**config.mk**
```make
export PLATFORM = sky130hd
export DESIGN_NAME = mux_rr_arbiter
export DESIGN_NICKNAME = d
export VERILOG_FILES = /design/src/rtl/mux_rr_arbiter.sv
export SDC_FILE = /design/constraint.sdc
export NUM_CORES = 1
export LEC_CHECK = 0
export ABC_CLOCK_PERIOD_IN_PS = 3340
export CAP_MARGIN = 40
export CORE_AREA = 2 2 60 62
export DETAILED_ROUTE_END_ITERATION = 8
export DIE_AREA = 0 0 62 64
export PLACE_DENSITY = 0.83
export SETUP_SLACK_MARGIN = 0.3
export SLEW_MARGIN = 40
export SYNTH_ARGS = -nofsm -noshare
export SYNTH_HDL_FRONTEND = slang
export SYNTH_SLANG_ARGS = --single-unit
export TNS_END_PERCENT = 50
```
**constraint.sdc**
```tcl
create_clock -name clk -period 3.34 [get_ports clk]
set_input_delay 0.334 -clock clk [delete_from_list [all_inputs] [get_ports clk]]
set_output_delay 0.334 -clock clk [all_outputs]
set_load 0.05 [all_outputs]
```
**src/rtl/mux_rr_arbiter.sv**
```systemverilog
// Round-robin arbiter and sequencer for a 4:1 datapath mux: one-hot grants,
// mux select, registered data capture and a per-tenure hold limit.
module mux_rr_arbiter #(
    parameter int WIDTH    = 8,
    parameter int MAX_HOLD = 4
) (
    input  logic             clk,
    input  logic             resetn,
    input  logic [3:0]       req,
    input  logic [WIDTH-1:0] in0,
    input  logic [WIDTH-1:0] in1,
    input  logic [WIDTH-1:0] in2,
    input  logic [WIDTH-1:0] in3,
    output logic [3:0]       gnt,
    output logic [1:0]       sel,
    output logic [WIDTH-1:0] out_data,
    output logic             out_valid,
    output logic             busy
);

    localparam logic [0:0] ST_IDLE    = 1'b0;
    localparam logic [0:0] ST_GRANT   = 1'b1;
    localparam logic [3:0] MAX_HOLD_C = 4'(MAX_HOLD);

    // Returns {found, index}: first set bit of r scanning p, p+1, ... mod 4.
    function automatic logic [2:0] pick_f(input logic [3:0] r, input logic [1:0] p);
        logic [2:0] res;
        logic [1:0] idx;
        res = 3'b000;
        for (int i = 3; i >= 0; i--) begin
            idx = p + 2'(i);
            if (r[idx]) begin
                res = {1'b1, idx};
            end else begin
                res = res;
            end
        end
        return res;
    endfunction

    function automatic logic [3:0] onehot_f(input logic [1:0] k);
        return 4'b0001 << k;
    endfunction

    logic [0:0]       state_q, state_d;
    logic [1:0]       ptr_q, ptr_d;
    logic [3:0]       cnt_q, cnt_d;
    logic [3:0]       gnt_q, gnt_d;
    logic [1:0]       sel_q, sel_d;
    logic [WIDTH-1:0] out_data_q, out_data_d;
    logic             out_valid_q, out_valid_d;
    logic             busy_q, busy_d;

    logic [WIDTH-1:0] in_sel_s;
    logic [3:0]       req_mask_s;
    logic [2:0]       pick_s;
    logic             hit_s;

    // Data of the currently selected requester.
    always_comb begin
        in_sel_s = '0;
        case (sel_q)
            2'd0:    in_sel_s = in0;
            2'd1:    in_sel_s = in1;
            2'd2:    in_sel_s = in2;
            2'd3:    in_sel_s = in3;
            default: in_sel_s = '0;
        endcase
    end

    // The holder is never a candidate for its own successor pick.
    always_comb begin
        req_mask_s = req;
        if (state_q == ST_GRANT) begin
            req_mask_s = req & ~onehot_f(sel_q);
        end else begin
            req_mask_s = req;
        end
        pick_s = pick_f(req_mask_s, ptr_q);
        hit_s  = req[sel_q];
    end

    // Next-state logic for grant sequencing and capture.
    always_comb begin
        state_d     = state_q;
        ptr_d       = ptr_q;
        cnt_d       = cnt_q;
        gnt_d       = gnt_q;
        sel_d       = sel_q;
        out_data_d  = out_data_q;
        out_valid_d = 1'b0;
        busy_d      = busy_q;
        case (state_q)
            ST_IDLE: begin
                if (pick_s[2]) begin
                    gnt_d   = onehot_f(pick_s[1:0]);
                    sel_d   = pick_s[1:0];
                    cnt_d   = 4'd1;
                    ptr_d   = pick_s[1:0] + 2'd1;
                    state_d = ST_GRANT;
                    busy_d  = 1'b1;
                end else begin
                    busy_d = 1'b0;
                end
            end
            ST_GRANT: begin
                if (hit_s) begin
                    out_data_d  = in_sel_s;
                    out_valid_d = 1'b1;
                end else begin
                    out_valid_d = 1'b0;
                end
                if (!hit_s || (cnt_q == MAX_HOLD_C)) begin
                    if (pick_s[2]) begin
                        gnt_d = onehot_f(pick_s[1:0]);
                        sel_d = pick_s[1:0];
                        cnt_d = 4'd1;
                        ptr_d = pick_s[1:0] + 2'd1;
                    end else if (hit_s) begin
                        // Limit reached with nobody else waiting: same holder again.
                        cnt_d = 4'd1;
                    end else begin
                        gnt_d   = 4'b0000;
                        state_d = ST_IDLE;
                        busy_d  = 1'b0;
                    end
                end else begin
                    cnt_d = cnt_q + 4'd1;
                end
            end
            default: begin
                state_d = ST_IDLE;
                gnt_d   = 4'b0000;
                busy_d  = 1'b0;
            end
        endcase
    end

    // State and output registers.
    always_ff @(posedge clk or negedge resetn) begin
        if (!resetn) begin
            state_q     <= ST_IDLE;
            ptr_q       <= 2'd0;
            cnt_q       <= 4'd0;
            gnt_q       <= 4'b0000;
            sel_q       <= 2'd0;
            out_data_q  <= '0;
            out_valid_q <= 1'b0;
            busy_q      <= 1'b0;
        end else begin
            state_q     <= state_d;
            ptr_q       <= ptr_d;
            cnt_q       <= cnt_d;
            gnt_q       <= gnt_d;
            sel_q       <= sel_d;
            out_data_q  <= out_data_d;
            out_valid_q <= out_valid_d;
            busy_q      <= busy_d;
        end
    end

    assign gnt       = gnt_q;
    assign sel       = sel_q;
    assign out_data  = out_data_q;
    assign out_valid = out_valid_q;
    assign busy      = busy_q;

endmodule

```
==> flow_summary_export.csv, run 1 <==
group,metric,value,unit
clock_tree,hold_buffers,1,
timing,fin_skew,1.70,ps
yosys,synthArstFlopShare,1.00,
setup_path,r2r_slack,980,ps
route,detail_route.wl_per_cell,15.2,um
timing,report.final.slew_viol_count,0,
power_and_ir_drop,vdd_ir_drop_max,0.410,mV
yosys,syn_area,0.00156,mm^2
clock_tree,cts_setup_buffers,0,
placed_design,place_congestion,0.872,
yosys,synth_cells,141,
yosys,synthTopCellsByArea,"dfrtp_1 37%, mux4_2 13%, mux2_4 6.7%, ha_1 4.8%, inv_1 2.9%",
timing,slew-limit-headroom,0.624,
yosys,synth_common_cells,"23 x dfrtp_1, 12 x inv_1, 9 x mux4_2, 8 x nand2_1",
grt,antenna_found_initial,0,
die,rows,21,
clock_tree,cts_sinks,23,
timing,period_needed,2360,ps
power_and_ir_drop,p_per_area,1010,mW/mm^2
setup_path,setup.worst_path.end_class,"register",
clock_tree,cts_max_level,1,
yosys,yosys_warnings,0,
setup_path,reg2reg_depth,7,
clock_tree,ctsResizeCount,0,
yosys,avgSynthCellArea,11.1,um^2
die,die_x,62,um
timing,worstMarginPinSlew,563,ps
route,drtIter0Drc,48,
timing,finalCritPeriodShare,0.705,
setup_path,worstPathArrival,2600,ps
die,io_pins,54,
grt,grt_pass1_vias,1338,
placed_design,port-buffer-count,53,
finish,drive_gt1_frac,0.161,
finish,fin_nets,237,
die,die_y,64,um
route,drt_pre_antenna_iters,4,
route,routed_wl,3610,um
setup_path,critical_path_class,"register to register",
setup_path,startpoint_type,"register",
clock_tree,path_clk_slew,130,ps
setup_path,critPathMaxFanout,16,
grt,grt_max_degree,24,
timing,timing.hold.ws,498,ps
grt,grt_use_total,0.197,
grt,gr-total-overflow,0,
run,drv_cap,0,
clock_tree,clock_latency,320,ps
yosys,synth.most_common_cell,"dfrtp_1",
route,drt.antenna.violating_nets,0,
route,via_count,1286,
clock_tree,cts_tree,"built",
finish,area_growth,36.4,%
timing,tns,0,ps
finish,num_antenna_cells,0,
yosys,ys_seq_elements,23,
power_and_ir_drop,power_leakage,0.896,nW
die,coreArea,0.00328,mm^2
timing,max_freq,425,MHz
clock_tree,cts_buffers,3,
setup_path,reg2reg_to,"ptr_q[1]",
setup_path,required,3580,ps
timing,hold_viol_final,0,
yosys,synthDistinctLibCells,44,
yosys,synth_edf_count,0,
yosys,yosysTopAreaCellShare,0.368,
route,remaining_drc_errors,0,
timing,setup_viol,0,
die,fp.dieArea,0.00397,mm^2
grt,grt_pass1_wl,5870,um
yosys,synth_top_cell_by_area,"dfrtp_1",
yosys,ys_seq_area_frac,0.368,
yosys,synthesis.nets,185,
route,via_per_inst,5.40,
clock_tree,clk_path_buf_depth,2,
finish,fill_cells,242,
yosys,synthFlopType,"dfrtp_1",
placed_design,place_hpwl,2770,um
timing,rsz0062_at_grt,"false",
clock_tree,root_buffer,"clkbuf_4",
hold_path,hold_class,"primary input to asynchronous set/reset pin",
setup_path,rr_startpoint,"ptr_q[0]",
die,start_util,0.476,
run_status,outcome,"completed",
[logic make-up (layout without fill, tap and decap cells)]
family | count (synthesis) | count (layout) | share of synthesized area
AND/OR/NAND/NOR | 36 | 36 | 0.131
AO/OA/AOI/OAI | 32 | 32 | 0.139
multiplexers | 21 | 21 | 0.231
flip-flops | 23 | 23 | 0.368
XOR/XNOR | 3 | 3 | 0.0168
adder cells (fa/ha/maj) | 6 | 6 | 0.0480
buffers and inverters | 20 | 71 | 0.0664
[final cells by class]
| type | count | area [um^2] | area share |
|---|---|---|---|
| Clock buffer | 3 | 22.5 | 0.0106 |
| Clock inverter | 1 | 5.00 | 0.00235 |
| Inverter | 12 | 45.0 | 0.0211 |
| Multi-Input combinational cell | 98 | 883 | 0.414 |
| Sequential cell | 23 | 576 | 0.270 |
| Tap cell | 46 | 57.6 | 0.0270 |
| Timing Repair Buffer | 55 | 543 | 0.255 |
[critical path, stage by stage (launching register included)]
cell and delay, ps:
dfrtp_1 670, xor2_1 400, a22o_1 230, o21ai_0 80
a21oi_1 330, inv_1 110, ha_1 300, o21ai_0 160
[per-layer routing]
metal / vias up / global-route usage / wire [um]
met5: - / 0 / 0
li1: 617 / - / -
met3: 5 / 0.0243 / 214
met2: 54 / 0.341 / 1820
met4: 0 / 0.0718 / 53
met1: 610 / 0.243 / 1520
[cells in the final DEF (no fill, tap or decap), drive strengths merged, types with 2 or more instances in the layout]
master	count
mux2i	3
o21ai	10
buf	2
nand2	8
mux2	9
a21oi	7
o31ai	2
mux4	9
ha	6
nand3b	2
clkdlybuf4s50	52
dfrtp	23
o211ai	3
nor2b	2
clkbuf	3
xor2	2
nand3	7
nor2	6
inv	12
nand2b	4
and2	3
[how the worst max path moves through the flow]
stage	from	endpoint	slack, ps	depth (start not counted)
CTS	ptr_q[0]	ptr_q[1]	1000	7
global route	ptr_q[0]	ptr_q[1]	710	7
finish	ptr_q[0]	ptr_q[1]	980	7
floorplan	sel[0]	gnt[2]	1130	9
detailed placement	req[0]	gnt[0]	960	9
global placement	req[0]	gnt[0]	990	9
[metrics by stage]
| step | area, um^2 | util | setup slack, ps | power (mW) | std cells |
|---|---|---|---|---|---|
| CTS | 2130 | 0.649 | 1000 | 2.17 | 238 |
| detailed placement | 2090 | 0.638 | 958 | 2.03 | 233 |
| global placement | 2100 | 0.639 | 991 | 1.98 | 233 |
| global route | 2130 | 0.649 | 706 | 2.32 | 238 |
| floorplan | 1560 | - | 1130 | 1.69 | 141 |
| finish | 2130 | 0.649 | 985 | 2.16 | 238 |
[state kept, by name (all words and copies together) (netlist names)]
register / count
busy: 1
out_data: 8
cnt_q: 4
sel: 2
gnt: 4
state_q: 1
ptr_q: 2
out_valid: 1
[report_power, final]
part | internal [mW] | switching (mW)
registers | 0.405 | 0.146
logic | 0.653 | 0.822
clock network | 0.0448 | 0.0886
No activity file was read; power rests on OpenSTA's default activity.
==> run 2: changes to the inputs <==
--- a/config.mk
+++ b/config.mk
@@ -5,12 +5,12 @@
 export SDC_FILE = /design/constraint.sdc
 export NUM_CORES = 1
 export LEC_CHECK = 0
-export ABC_CLOCK_PERIOD_IN_PS = 3340
+export ABC_CLOCK_PERIOD_IN_PS = 2300
 export CAP_MARGIN = 40
-export CORE_AREA = 2 2 60 62
+export CORE_AREA = 2 2 62 64
 export DETAILED_ROUTE_END_ITERATION = 8
-export DIE_AREA = 0 0 62 64
-export PLACE_DENSITY = 0.83
+export DIE_AREA = 0 0 64 66
+export PLACE_DENSITY = 0.78
 export SETUP_SLACK_MARGIN = 0.3
 export SLEW_MARGIN = 40
 export SYNTH_ARGS = -nofsm -noshare
==> constraint.sdc (replaced) <==
create_clock -name clk -period 2.3 [get_ports clk]
set_input_delay 0.23 -clock clk [delete_from_list [all_inputs] [get_ports clk]]
set_output_delay 0.23 -clock clk [all_outputs]
set_load 0.05 [all_outputs]
==> flow_summary_export.csv, run 2 (synthesized netlist as in run 1, its figures left out) <==
group,metric,value,unit
power_and_ir_drop,power_frac_seq,0.208,
placed_design,numPlacedInstances,241,
die,die_x,64,um
setup_path,setup.worst_path.end_class,"register",
setup_path,r2r_slack,270,ps
setup_path,rr_startpoint,"sel[0]",
route,detail_route.wl_per_cell,15.2,um
run_status,outcome,"completed",
setup_path,reg2reg_depth,8,
finish,area_growth,52.0,%
setup_path,critPathBufInv,1,
finish,drive_gt1_frac,0.354,
timing,period_needed,2030,ps
power_and_ir_drop,power_leakage,1.00,nW
setup_path,required,2510,ps
die,io_pins,54,
timing,tns,0,ps
grt,antenna_found_initial,0,
route,drtIter0Drc,58,
clock_tree,cts_sinks,23,
route,via_count,1393,
route,drt_pre_antenna_iters,4,
setup_path,startpoint_type,"register",
die,die_y,66,um
route,remaining_drc_errors,0,
power_and_ir_drop,p_per_area,1560,mW/mm^2
grt,gr-total-overflow,0,
setup_path,critPathMaxFanout,8,
timing,worstMarginPinSlew,510,ps
clock_tree,cts_tree,"built",
setup_path,critical_path_class,"register to register",
die,rows,22,
setup_path,crit_path_start,"sel[0]",
clock_tree,path_clk_slew,120,ps
die,start_util,0.440,
grt,grt_max_degree,24,
setup_path,worstPathArrival,2250,ps
grt,grt_pass1_vias,1332,
finish,num_antenna_cells,0,
setup_path,reg2reg_to,"gnt[2]",
timing,rsz0062_at_grt,"true",
setup_path,critical-path-max-stage-delay,520,ps
clock_tree,cts_max_level,1,
finish,fin_nets,257,
route,via_per_inst,5.36,
power_and_ir_drop,vdd_ir_drop_max,0.937,mV
run,drv_cap,0,
power_and_ir_drop,pwr-share-comb,0.742,
timing,finalCritPeriodShare,0.884,
finish,finalNonFillerCells,260,
placed_design,pre_cts_slack,55.6,ps
route,routed_wl,3960,um
timing,fin_skew,4.31,ps
power_and_ir_drop,switchingPower,1.74,mW
placed_design,place_hpwl,2840,um
finish,final_core_utilization,0.669,
setup_path,crit_family,"compound AO/OA/AOI/OAI gates",
timing,slew-limit-headroom,0.659,
timing,setup_viol,0,
power_and_ir_drop,p_sw_frac,0.471,
power_and_ir_drop,p_int,1.96,mW
clock_tree,cts_buffers,3,
die,fp.dieArea,0.00422,mm^2
grt,grt_use_total,0.194,
finish,final_common_cell,"clkdlybuf4s50_1",
timing,hold_viol_final,0,
clock_tree,clk_path_buf_depth,2,
power_and_ir_drop,pwr-share-clk,0.049,
placed_design,port-buffer-count,53,
finish,largest_reg_flops,8,
clock_tree,clock_latency,310,ps
setup_path,slowest_stage,"dfrtp_2",
clock_tree,hold_buffers,0,
clock_tree,root_buffer,"clkbuf_4",
die,coreArea,0.00355,mm^2
route,drt.antenna.violating_nets,0,
timing,max_freq,492,MHz
timing,report.final.slew_viol_count,0,
placed_design,place_congestion,0.794,
setup_path,crit_chain,"xor2_4 -> a22o_1 -> a221oi_2 -> a21oi_2 -> or2_1 -> ha_2 -> inv_2 -> o21ai_2",
hold_path,hold_class,"primary input to asynchronous set/reset pin",
timing,timing.hold.ws,256,ps
timing,setup_slack,267,ps
grt,grt_pass1_wl,6330,um
finish,mostFrequentLayoutCells,"53 x clkdlybuf4s50_1, 20 x buf_4, 19 x dfrtp_1",
run 2: what timing repair did:
action,CTS,global route
pin swaps,4,12
endpoints found under the setup margin,6,8
gates resized for setup,6,14
buffers inserted,10,5
run 2: final cells by class:
class	instances	area (um^2)
Fill cell	258	1170
Multi-Input combinational cell	98	966
Timing Repair Buffer	75	697
Sequential cell	23	581
Tap cell	48	60.1
Inverter	12	45.0
Clock buffer	3	22.5
Clock inverter	1	5.00
run 2: layer usage:
metal	up-vias	share of wire	wire length (um)	track usage
met1	677	0.41	1610	0.218
met4	0	0.011	43	0.0543
li1	660	-	-	-
met3	7	0.049	195	0.0460
met5	-	0	0	0
met2	49	0.53	2110	0.363
run 2: worst max-delay path by stage:
stage,to,cells after the start
3_5_place_dp,ptr_q[1],7
5_1_grt,gnt[0],8
2_1_floorplan,gnt[0],9
3_3_place_gp,gnt[0],8
6_report,gnt[2],8
4_1_cts,gnt[0],8
run 2: per-stage QoR:
| step | power, mW | area [um^2] |
|---|---|---|
| after floorplan | 2.55 | 1610 |
| after global placement | 3.05 | 2190 |
| after detailed placement | 3.12 | 2190 |
| after CTS | 3.50 | 2310 |
| after global routing | 3.95 | 2380 |
| final | 3.70 | 2380 |
run 2: power by group through the flow:
stage | registers [mW] | logic [mW] | clock network (mW)
floorplan | 1.15 | 1.39 | 0
global placement | 0.793 | 2.25 | 0
detailed placement | 0.807 | 2.31 | 0
CTS | 0.773 | 2.54 | 0.193
global route | 0.797 | 2.94 | 0.214
finish | 0.771 | 2.75 | 0.183
